[src/rtl/hs_pipe_buffer.sv]
// DEPTH-entry elastic buffer with four-phase req/ack handshakes on both sides.
// Optional macro HS_PIPE_BUFFER_LEVEL_EN exposes occupancy (level) and full flags.
module hs_pipe_buffer #(
    parameter int DATA_W = 3,
    parameter int DEPTH  = 4,
    localparam int CNT_W = $clog2(DEPTH + 1)
) (
    input  logic              clk,
    input  logic              rst,
    input  logic              req_in,
    input  logic [DATA_W-1:0] data_in,
    output logic              ack_out,
    output logic              req_out,
    output logic [DATA_W-1:0] data_out,
    input  logic              ack_in
`ifdef HS_PIPE_BUFFER_LEVEL_EN
    ,
    output logic [CNT_W-1:0]  level,
    output logic              full
`endif
);

    localparam int PTR_W = (DEPTH > 1) ? $clog2(DEPTH) : 1;
    localparam logic [PTR_W-1:0] LAST_SLOT = PTR_W'(DEPTH - 1);
    localparam logic [CNT_W-1:0] FULL_CNT  = CNT_W'(DEPTH);

    typedef enum logic [1:0] {IN_SYNC, IN_IDLE, IN_ACK} in_state_t;
    typedef enum logic [1:0] {OUT_IDLE, OUT_REQ, OUT_RTZ} out_state_t;

    in_state_t         in_state_reg, in_state_next;
    out_state_t        out_state_reg, out_state_next;
    logic              ack_reg, ack_next;
    logic              req_reg, req_next;
    logic [DATA_W-1:0] data_reg;
    logic [CNT_W-1:0]  count_reg;
    logic [PTR_W-1:0]  wptr_reg, rptr_reg;
    logic [DATA_W-1:0] mem [DEPTH];
    logic              push, pop, load;

    // Full is judged on the pre-edge count, so a same-cycle pop never frees a slot early.
    always_comb begin
        in_state_next = in_state_reg;
        ack_next      = 1'b0;
        push          = 1'b0;
        case (in_state_reg)
            IN_SYNC: begin
                if (!req_in) in_state_next = IN_IDLE;
            end
            IN_IDLE: begin
                if (req_in && (count_reg < FULL_CNT)) begin
                    push          = 1'b1;
                    ack_next      = 1'b1;
                    in_state_next = IN_ACK;
                end
            end
            IN_ACK: begin
                if (req_in) ack_next = 1'b1;
                else        in_state_next = IN_IDLE;
            end
            default: in_state_next = IN_SYNC;
        endcase
    end

    always_comb begin
        out_state_next = out_state_reg;
        req_next       = 1'b0;
        pop            = 1'b0;
        load           = 1'b0;
        case (out_state_reg)
            OUT_IDLE: begin
                if ((count_reg != '0) && !ack_in) begin
                    load           = 1'b1;
                    req_next       = 1'b1;
                    out_state_next = OUT_REQ;
                end
            end
            OUT_REQ: begin
                if (ack_in) begin
                    pop            = 1'b1;
                    out_state_next = OUT_RTZ;
                end else begin
                    req_next = 1'b1;
                end
            end
            OUT_RTZ: begin
                if (!ack_in) out_state_next = OUT_IDLE;
            end
            default: out_state_next = OUT_RTZ;
        endcase
    end

    always_ff @(posedge clk) begin
        if (rst) begin
            in_state_reg  <= IN_SYNC;
            out_state_reg <= OUT_RTZ;
            ack_reg       <= 1'b0;
            req_reg       <= 1'b0;
            data_reg      <= '0;
            count_reg     <= '0;
            wptr_reg      <= '0;
            rptr_reg      <= '0;
        end else begin
            in_state_reg  <= in_state_next;
            out_state_reg <= out_state_next;
            ack_reg       <= ack_next;
            req_reg       <= req_next;
            if (load) data_reg <= mem[rptr_reg];
            case ({push, pop})
                2'b10:   count_reg <= count_reg + 1'b1;
                2'b01:   count_reg <= count_reg - 1'b1;
                default: count_reg <= count_reg;
            endcase
            if (push) wptr_reg <= (wptr_reg == LAST_SLOT) ? '0 : wptr_reg + 1'b1;
            if (pop)  rptr_reg <= (rptr_reg == LAST_SLOT) ? '0 : rptr_reg + 1'b1;
        end
    end

    // Storage carries no reset; a write racing reset is orphaned by the pointer reset.
    always_ff @(posedge clk) begin
        if (push) mem[wptr_reg] <= data_in;
    end

    assign ack_out  = ack_reg;
    assign req_out  = req_reg;
    assign data_out = data_reg;

`ifdef HS_PIPE_BUFFER_LEVEL_EN
    assign level = count_reg;
    assign full  = (count_reg == FULL_CNT);
`endif

endmodule

[config.mk]
export PLATFORM = sky130hd
export DESIGN_NAME = hs_pipe_buffer
export DESIGN_NICKNAME = d
export VERILOG_FILES = /design/src/rtl/hs_pipe_buffer.sv
export SDC_FILE = /design/constraint.sdc
export NUM_CORES = 1
export LEC_CHECK = 0
export CAP_MARGIN = 20
export CORE_ASPECT_RATIO = 1.5
export CORE_MARGIN = 3
export CORE_UTILIZATION = 31
export DETAILED_ROUTE_END_ITERATION = 12
export GPL_TIMING_DRIVEN = 0
export MAX_ROUTING_LAYER = met4
export PLACE_DENSITY = 0.59
export RECOVER_POWER = 25
export SLEW_MARGIN = 20
export SYNTH_ARGS = -nofsm -noshare
export SYNTH_HDL_FRONTEND = slang
export SYNTH_SLANG_ARGS = --single-unit
[constraint.sdc]
create_clock -name clk -period 3 [get_ports clk]
set_input_delay 0.6 -clock clk [delete_from_list [all_inputs] [get_ports clk]]
set_output_delay 0.6 -clock clk [all_outputs]
set_load 0.01 [all_outputs]
==> results of run 1 <==
stage by stage:
| step | utilization, % | hold slack (ns) | worst slack, ns |
|---|---|---|---|
| after floorplan | - | 0.492 | 0.798 |
| after global placement | 36.6 | 0.468 | 0.253 |
| after detailed placement | 36.6 | 0.484 | 0.188 |
| after CTS | 38.4 | 0.497 | 0.480 |
| after global routing | 38.4 | 0.519 | 0.348 |
| final | 38.4 | 0.491 | 0.471 |
cells in the final DEF (no fill, tap or decap), drive strengths merged, types with 6 or more instances in the layout:
| master | instances |
|---|---|
| edfxtp | 12 |
| dfxtp | 16 |
| clkdlybuf4s50 | 8 |
| nor2 | 12 |
| a21oi | 8 |
| o21ai | 6 |
| ha | 11 |
| inv | 11 |
worst max-delay path by stage:
stage | from | cells after the start | slack [ns] | endpoint
after CTS | req_in | 10 | 0.48 | count_reg[2]
after global placement | req_in | 10 | 0.25 | count_reg[2]
after floorplan | in_state_reg[1] | 11 | 0.80 | count_reg[2]
final | req_in | 10 | 0.47 | count_reg[2]
after global routing | req_in | 10 | 0.35 | count_reg[2]
after detailed placement | req_in | 10 | 0.19 | count_reg[2]
per-layer routing:
layer | up-vias | GRT usage [%] | routed length (um)
li1 | 423 | - | -
met1 | 403 | 10.5 | 865
met2 | 14 | 18.3 | 1290
met3 | 2 | 1.98 | 72
met4 | 0 | 2.47 | 14
met5 | - | - | 0
power groups by stage:
stage / Clock (W) / Sequential, W / Combinational [W]
after floorplan: 0 / 0.000430 / 0.0000632
after global placement: 0 / 0.000431 / 0.0000889
after detailed placement: 0 / 0.000433 / 0.0000965
after CTS: 0.000302 / 0.000424 / 0.0000967
after global routing: 0.000318 / 0.000426 / 0.000107
final: 0.000291 / 0.000424 / 0.0000939
logic make-up (layout without fill, tap and decap cells):
kind of cell / after synthesis / count (layout) / share of synthesized area [%]
AO/OA/AOI/OAI: 19 / 19 / 8.49
adder cells (fa/ha/maj): 12 / 12 / 12.2
AND/OR/NAND/NOR: 32 / 32 / 13.2
buffers and inverters: 13 / 28 / 3.86
flip-flops: 28 / 28 / 52.5
multiplexers: 6 / 6 / 8.40
XOR/XNOR: 2 / 2 / 1.35
critical path, cell delays in order:
cell             delay, ns
clkdlybuf4s50_1       0.48
and3b_1               0.19
buf_2                 0.17
inv_1                 0.07
ha_1                  0.18
inv_1                 0.06
fa_1                  0.37
xor2_1                0.16
or3_1                 0.31
a21oi_1               0.14
final cells by class:
cell class	count	area, um2	share of cell area, %
plain buffers	2	8.76	0.571
inverters	11	41.3	2.69
clock buffers	3	41.3	2.69
flip-flops and latches	28	681	44.4
well taps	45	56.3	3.67
multi-input cells	71	566	36.9
repair buffers	11	110	7.18
clock inverters	1	30.0	1.96
==> results.json, run 1 <==
{
  "post-cts-setup-buffers": 0,
  "syn_to_final_growth_pct": 18.3,
  "placedInstanceArea_um2": 1460,
  "grt_usage_pct": 9.96,
  "skew_ns": 0.00223,
  "hold_class": "register to register",
  "period_minus_slack_ns": 2.53,
  "cp_data_required_time_ns": 3.20,
  "port_buffers": 11,
  "syn_area_um2": 1300,
  "yosysTopAreaCell": "edfxtp_1",
  "reg2reg_from": "in_state_reg[1]",
  "ios": 12,
  "gp_congestion": 0.688,
  "yosysMostFrequentCell": "dfxtp_1",
  "worstSkewPairLatency_ns": 0.27,
  "clock-sinks": 28,
  "die_area_um2": 5010,
  "dp.cells": 168,
  "yosysTopAreaCellShare_pct": 27.8,
  "grt_setup_unrepaired": "no",
  "core_area_um2": 3990,
  "netlist_top_cells_count": "16 x dfxtp_1, 12 x edfxtp_1, 12 x nor2_1, 11 x ha_1, 11 x inv_1",
  "worst-setup-path-type": "input pin to register",
  "tns_ns": 0,
  "antenna_found_initial": 0,
  "fillers": 420,
  "whs_endpoint": "data_out[0]",
  "hpwl_um": 1820,
  "holdBufCountCts": 0,
  "leakagePower_nw": 0.565,
  "fin_crit_sh_pct": 84.3,
  "seq_area_frac_synth_pct": 52.5,
  "vias_per_cell": 4.90,
  "ff2ff_path_depth": 11,
  "p_sw_w": 0.000174,
  "drive_above_1_share_pct": 4.72,
  "power_frac_clock_pct": 36.0,
  "final_max_slew_viol_count": 0,
  "switching_share_pct": 21.6,
  "ir_drop_mv": 0.264,
  "fp.dieW_um": 58.8,
  "clk_pin_slew_ns": 0.09,
  "hold_viol": 0,
  "hp-start": "data_out[0]",
  "ys_top_cells_by_area": "edfxtp_1 28%, dfxtp_1 25%, ha_1 11%",
  "nNetsFinal": 147,
  "tightest_slew_ns": 0.500,
  "overflow": 0,
  "cts_made_buffers": 3,
  "r2r_setup_slack_ns": 0.57,
  "outcome": "finished, final reports clean",
  "largest_reg_flops": 12,
  "internal_power_w": 0.000634,
  "route.detailed.drc": 0,
  "max_freq_mhz": 395,
  "cts_root_buffer": "clkbuf_8",
  "setup_viol": 0,
  "cp.arrival_ns": 2.73,
  "ys_warn_count": 0,
  "antenna_left": 0,
  "syn_inst": 112,
  "vias": 842,
  "drv_cap": 0,
  "power.density_nw_per_um2": 527,
  "synthesis.nets": 131,
  "synth_cell_types": 27,
  "grt_pass1_vias": 894,
  "wl_per_cell_um": 13.0,
  "fin_area_um2": 1530,
  "p_comb_share_pct": 11.6,
  "cts_tree": "yes",
  "grt_max_degree": 17,
  "total_power_w": 0.000809,
  "synth-seq-cells": 28,
  "grt_pass1_wl_um": 3790,
  "diodes": 0,
  "h-tree-depth": 1,
  "postSynthAreaPerCell_um2": 11.6,
  "cp_max_fo": 8,
  "rows": 28,
  "start_util_pct": 32.5,
  "cts_resized": 0,
  "crit_path_end_kind": "register",
  "fp.dieH_um": 85.2,
  "synth-main-ff-cell": "dfxtp_1",
  "wirelength_um": 2240,
  "worstSetupStartpointType": "input pin",
  "final_cells": 172,
  "drt_first_pass_iters": 4,
  "timing.rr.end": "count_reg[2]",
  "synth-edff-count": 12,
  "pwr-share-seq_pct": 52.4,
  "min_path_cells": 2,
  "clockBufferDepth": 2,
  "initialDrtViolationCount": 16,
  "relSlewSlack_pct": 66.6,
  "synthArstFlopShare_pct": 0
}
Note: power is estimated with default switching activity, not from simulation.
==> run 2, diff against run 1 <==
--- a/config.mk
+++ b/config.mk
@@ -12,7 +12,7 @@
 export DETAILED_ROUTE_END_ITERATION = 12
 export GPL_TIMING_DRIVEN = 0
 export MAX_ROUTING_LAYER = met4
-export PLACE_DENSITY = 0.59
+export PLACE_DENSITY = 0.61
 export RECOVER_POWER = 25
 export SLEW_MARGIN = 20
 export SYNTH_ARGS = -nofsm -noshare
==> constraint.sdc (replaced) <==
create_clock -name clk -period 2.1 [get_ports clk]
set_input_delay 0.42 -clock clk [delete_from_list [all_inputs] [get_ports clk]]
set_output_delay 0.42 -clock clk [all_outputs]
set_load 0.01 [all_outputs]
==> results.json, run 2 (synthesis gave the netlist of run 1 again) <==
{
  "outcome": "finished, final reports clean",
  "clockBufferDepth": 2,
  "grt.busiest_layer": "met2",
  "cts_root_buffer": "clkbuf_8",
  "final_cells": 177,
  "initialDrtViolationCount": 9,
  "fin_area_um2": 1600,
  "cp_max_fo": 4,
  "ff2ff_path_depth": 10,
  "r2r_setup_slack_ns": 0.01,
  "hold_viol": 0,
  "start_util_pct": 32.5,
  "grt_usage_pct": 10.4,
  "drv_cap": 0,
  "whs_endpoint": "data_out[1]",
  "gp_congestion": 0.654,
  "reg2reg_from": "in_state_reg[1]",
  "relSlewSlack_pct": 69.7,
  "ios": 12,
  "grt_use_met1_pct": 9.95,
  "vias_per_cell": 4.82,
  "drive_above_1_share_pct": 14.4,
  "grt_util_met2_pct": 18.6,
  "hp-start": "data_out[1]",
  "ir_drop_mv": 0.529,
  "min_path_cells": 2,
  "grt_setup_unrepaired": "yes",
  "drt_first_pass_iters": 4,
  "diodes": 0,
  "cp.arrival_ns": 2.29,
  "antenna_left": 0,
  "worstSkewPairLatency_ns": 0.27,
  "tightest_slew_ns": 0.454,
  "grt_pass1_vias": 896,
  "placedInstanceArea_um2": 1470,
  "fillers": 408,
  "cp_data_required_time_ns": 2.30,
  "holdWs_ns": 0.480,
  "syn_to_final_growth_pct": 23.6,
  "regArea_um2": 683,
  "grt_pass1_wl_um": 3900,
  "worst-setup-path-type": "register to register",
  "h-tree-depth": 1,
  "rows": 28,
  "overflow": 0,
  "period_minus_slack_ns": 2.09,
  "die_area_um2": 5010,
  "final_common_cell": "dfxtp_1",
  "wl_per_cell_um": 12.8,
  "skew_ns": 0.00414,
  "max_freq_mhz": 479,
  "clock-sinks": 28,
  "fp.dieH_um": 85.2,
  "fin_crit_sh_pct": 99.4,
  "use_met3_pct": 2.74,
  "fp.dieW_um": 58.8,
  "crit_path_end_kind": "register",
  "tns_ns": 0,
  "antenna_found_initial": 0,
  "setup_viol": 0,
  "leakagePower_nw": 0.596,
  "nNetsFinal": 152,
  "cts_tree": "yes",
  "route.detailed.drc": 0,
  "clk_pin_slew_ns": 0.09,
  "port_buffers": 11,
  "wirelength_um": 2270,
  "final_max_slew_viol_count": 0,
  "worstSetupStartpointType": "register",
  "power.density_nw_per_um2": 732,
  "multi_input_area_um2": 594,
  "holdBufCountCts": 0,
  "dp.cells": 168,
  "largest_reg_flops": 12,
  "core_area_um2": 3990,
  "hold_class": "register to register",
  "total_power_w": 0.00117,
  "mostFrequentLayoutCells": "14 x dfxtp_1, 12 x nor2_1, 12 x edfxtp_1",
  "cts_made_buffers": 3,
  "timing.rr.end": "count_reg[2]",
  "grt_max_degree": 17,
  "vias": 854,
  "hpwl_um": 1780
}
## run 2: cell count changes in the layout (fill, tap and decap cells not counted), sizes merged
cell           delta
buf               +5
dlygate4sd2       +2
clkdlybuf4s50     -2
## run 2: where the power goes
part	internal (W)	switching, W	total (W)	leakage [nW]
Sequential	0.000589	0.0000190	0.000608	0.239
Combinational	0.0000754	0.0000741	0.000150	0.321
Clock	0.000255	0.000160	0.000416	0.0357
## run 2: worst max-delay path, stage by stage, from the launching register on
cell	delay (ns)
dfxtp_2	0.34
inv_2	0.06
ha_4	0.16
and3b_2	0.21
inv_2	0.08
ha_4	0.13
inv_1	0.05
fa_2	0.35
xor2_1	0.16
or3_1	0.31
a21oi_1	0.15
## run 2: area by class of cell
| type | instances | area share [%] |
|---|---|---|
| Sequential cell | 28 | 42.6 |
| Multi-Input combinational cell | 71 | 37.1 |
| Timing Repair Buffer | 17 | 9.52 |
| Tap cell | 45 | 3.51 |
| Clock buffer | 3 | 2.58 |
| Inverter | 11 | 2.58 |
| Clock inverter | 1 | 1.87 |
| Buffer | 1 | 0.234 |
## run 2: repair_timing
action	in CTS	in global routing
hold endpoints to repair	0	0
setup endpoints to repair	2	1
resized for setup	4	3
buffers inserted	4	2
pin swaps	4	2
## run 2: worst max path at each step
| stage | startpoint | endpoint | slack (ns) | cells past startpoint |
|---|---|---|---|---|
| 3_3_place_gp | req_in | count_reg[2] | -0.41 | 10 |
| 6_report | in_state_reg[1] | count_reg[2] | 0.01 | 10 |
| 2_1_floorplan | in_state_reg[1] | count_reg[2] | 0.02 | 11 |
| 4_1_cts | in_state_reg[1] | count_reg[2] | 0.01 | 10 |
| 5_1_grt | in_state_reg[1] | count_reg[2] | -0.04 | 10 |
| 3_5_place_dp | req_in | count_reg[2] | -0.48 | 10 |
## run 2: routing by layer
layer	vias up	share of wire, %
met2	16	58
met4	0	2.9
met5	-	0
met1	397	35
li1	433	-
met3	8	4.1
## run 2: metrics by stage
stage / worst slack (ns) / utilization (%)
after floorplan: 0.0152 / -
after global placement: -0.406 / 36.9
after detailed placement: -0.479 / 36.9
after global routing: -0.0437 / 40.1
after CTS: 0.0119 / 39.3
final: 0.0129 / 40.1
==> run 3, diff against run 2 <==
--- a/config.mk
+++ b/config.mk
@@ -5,7 +5,7 @@
 export SDC_FILE = /design/constraint.sdc
 export NUM_CORES = 1
 export LEC_CHECK = 0
-export CAP_MARGIN = 20
+export CAP_MARGIN = 30
 export CORE_ASPECT_RATIO = 1.5
 export CORE_MARGIN = 3
 export CORE_UTILIZATION = 31
==> results of run 3 <==
Same layout as run 2: the final DEF is identical, and so are final timing and power.
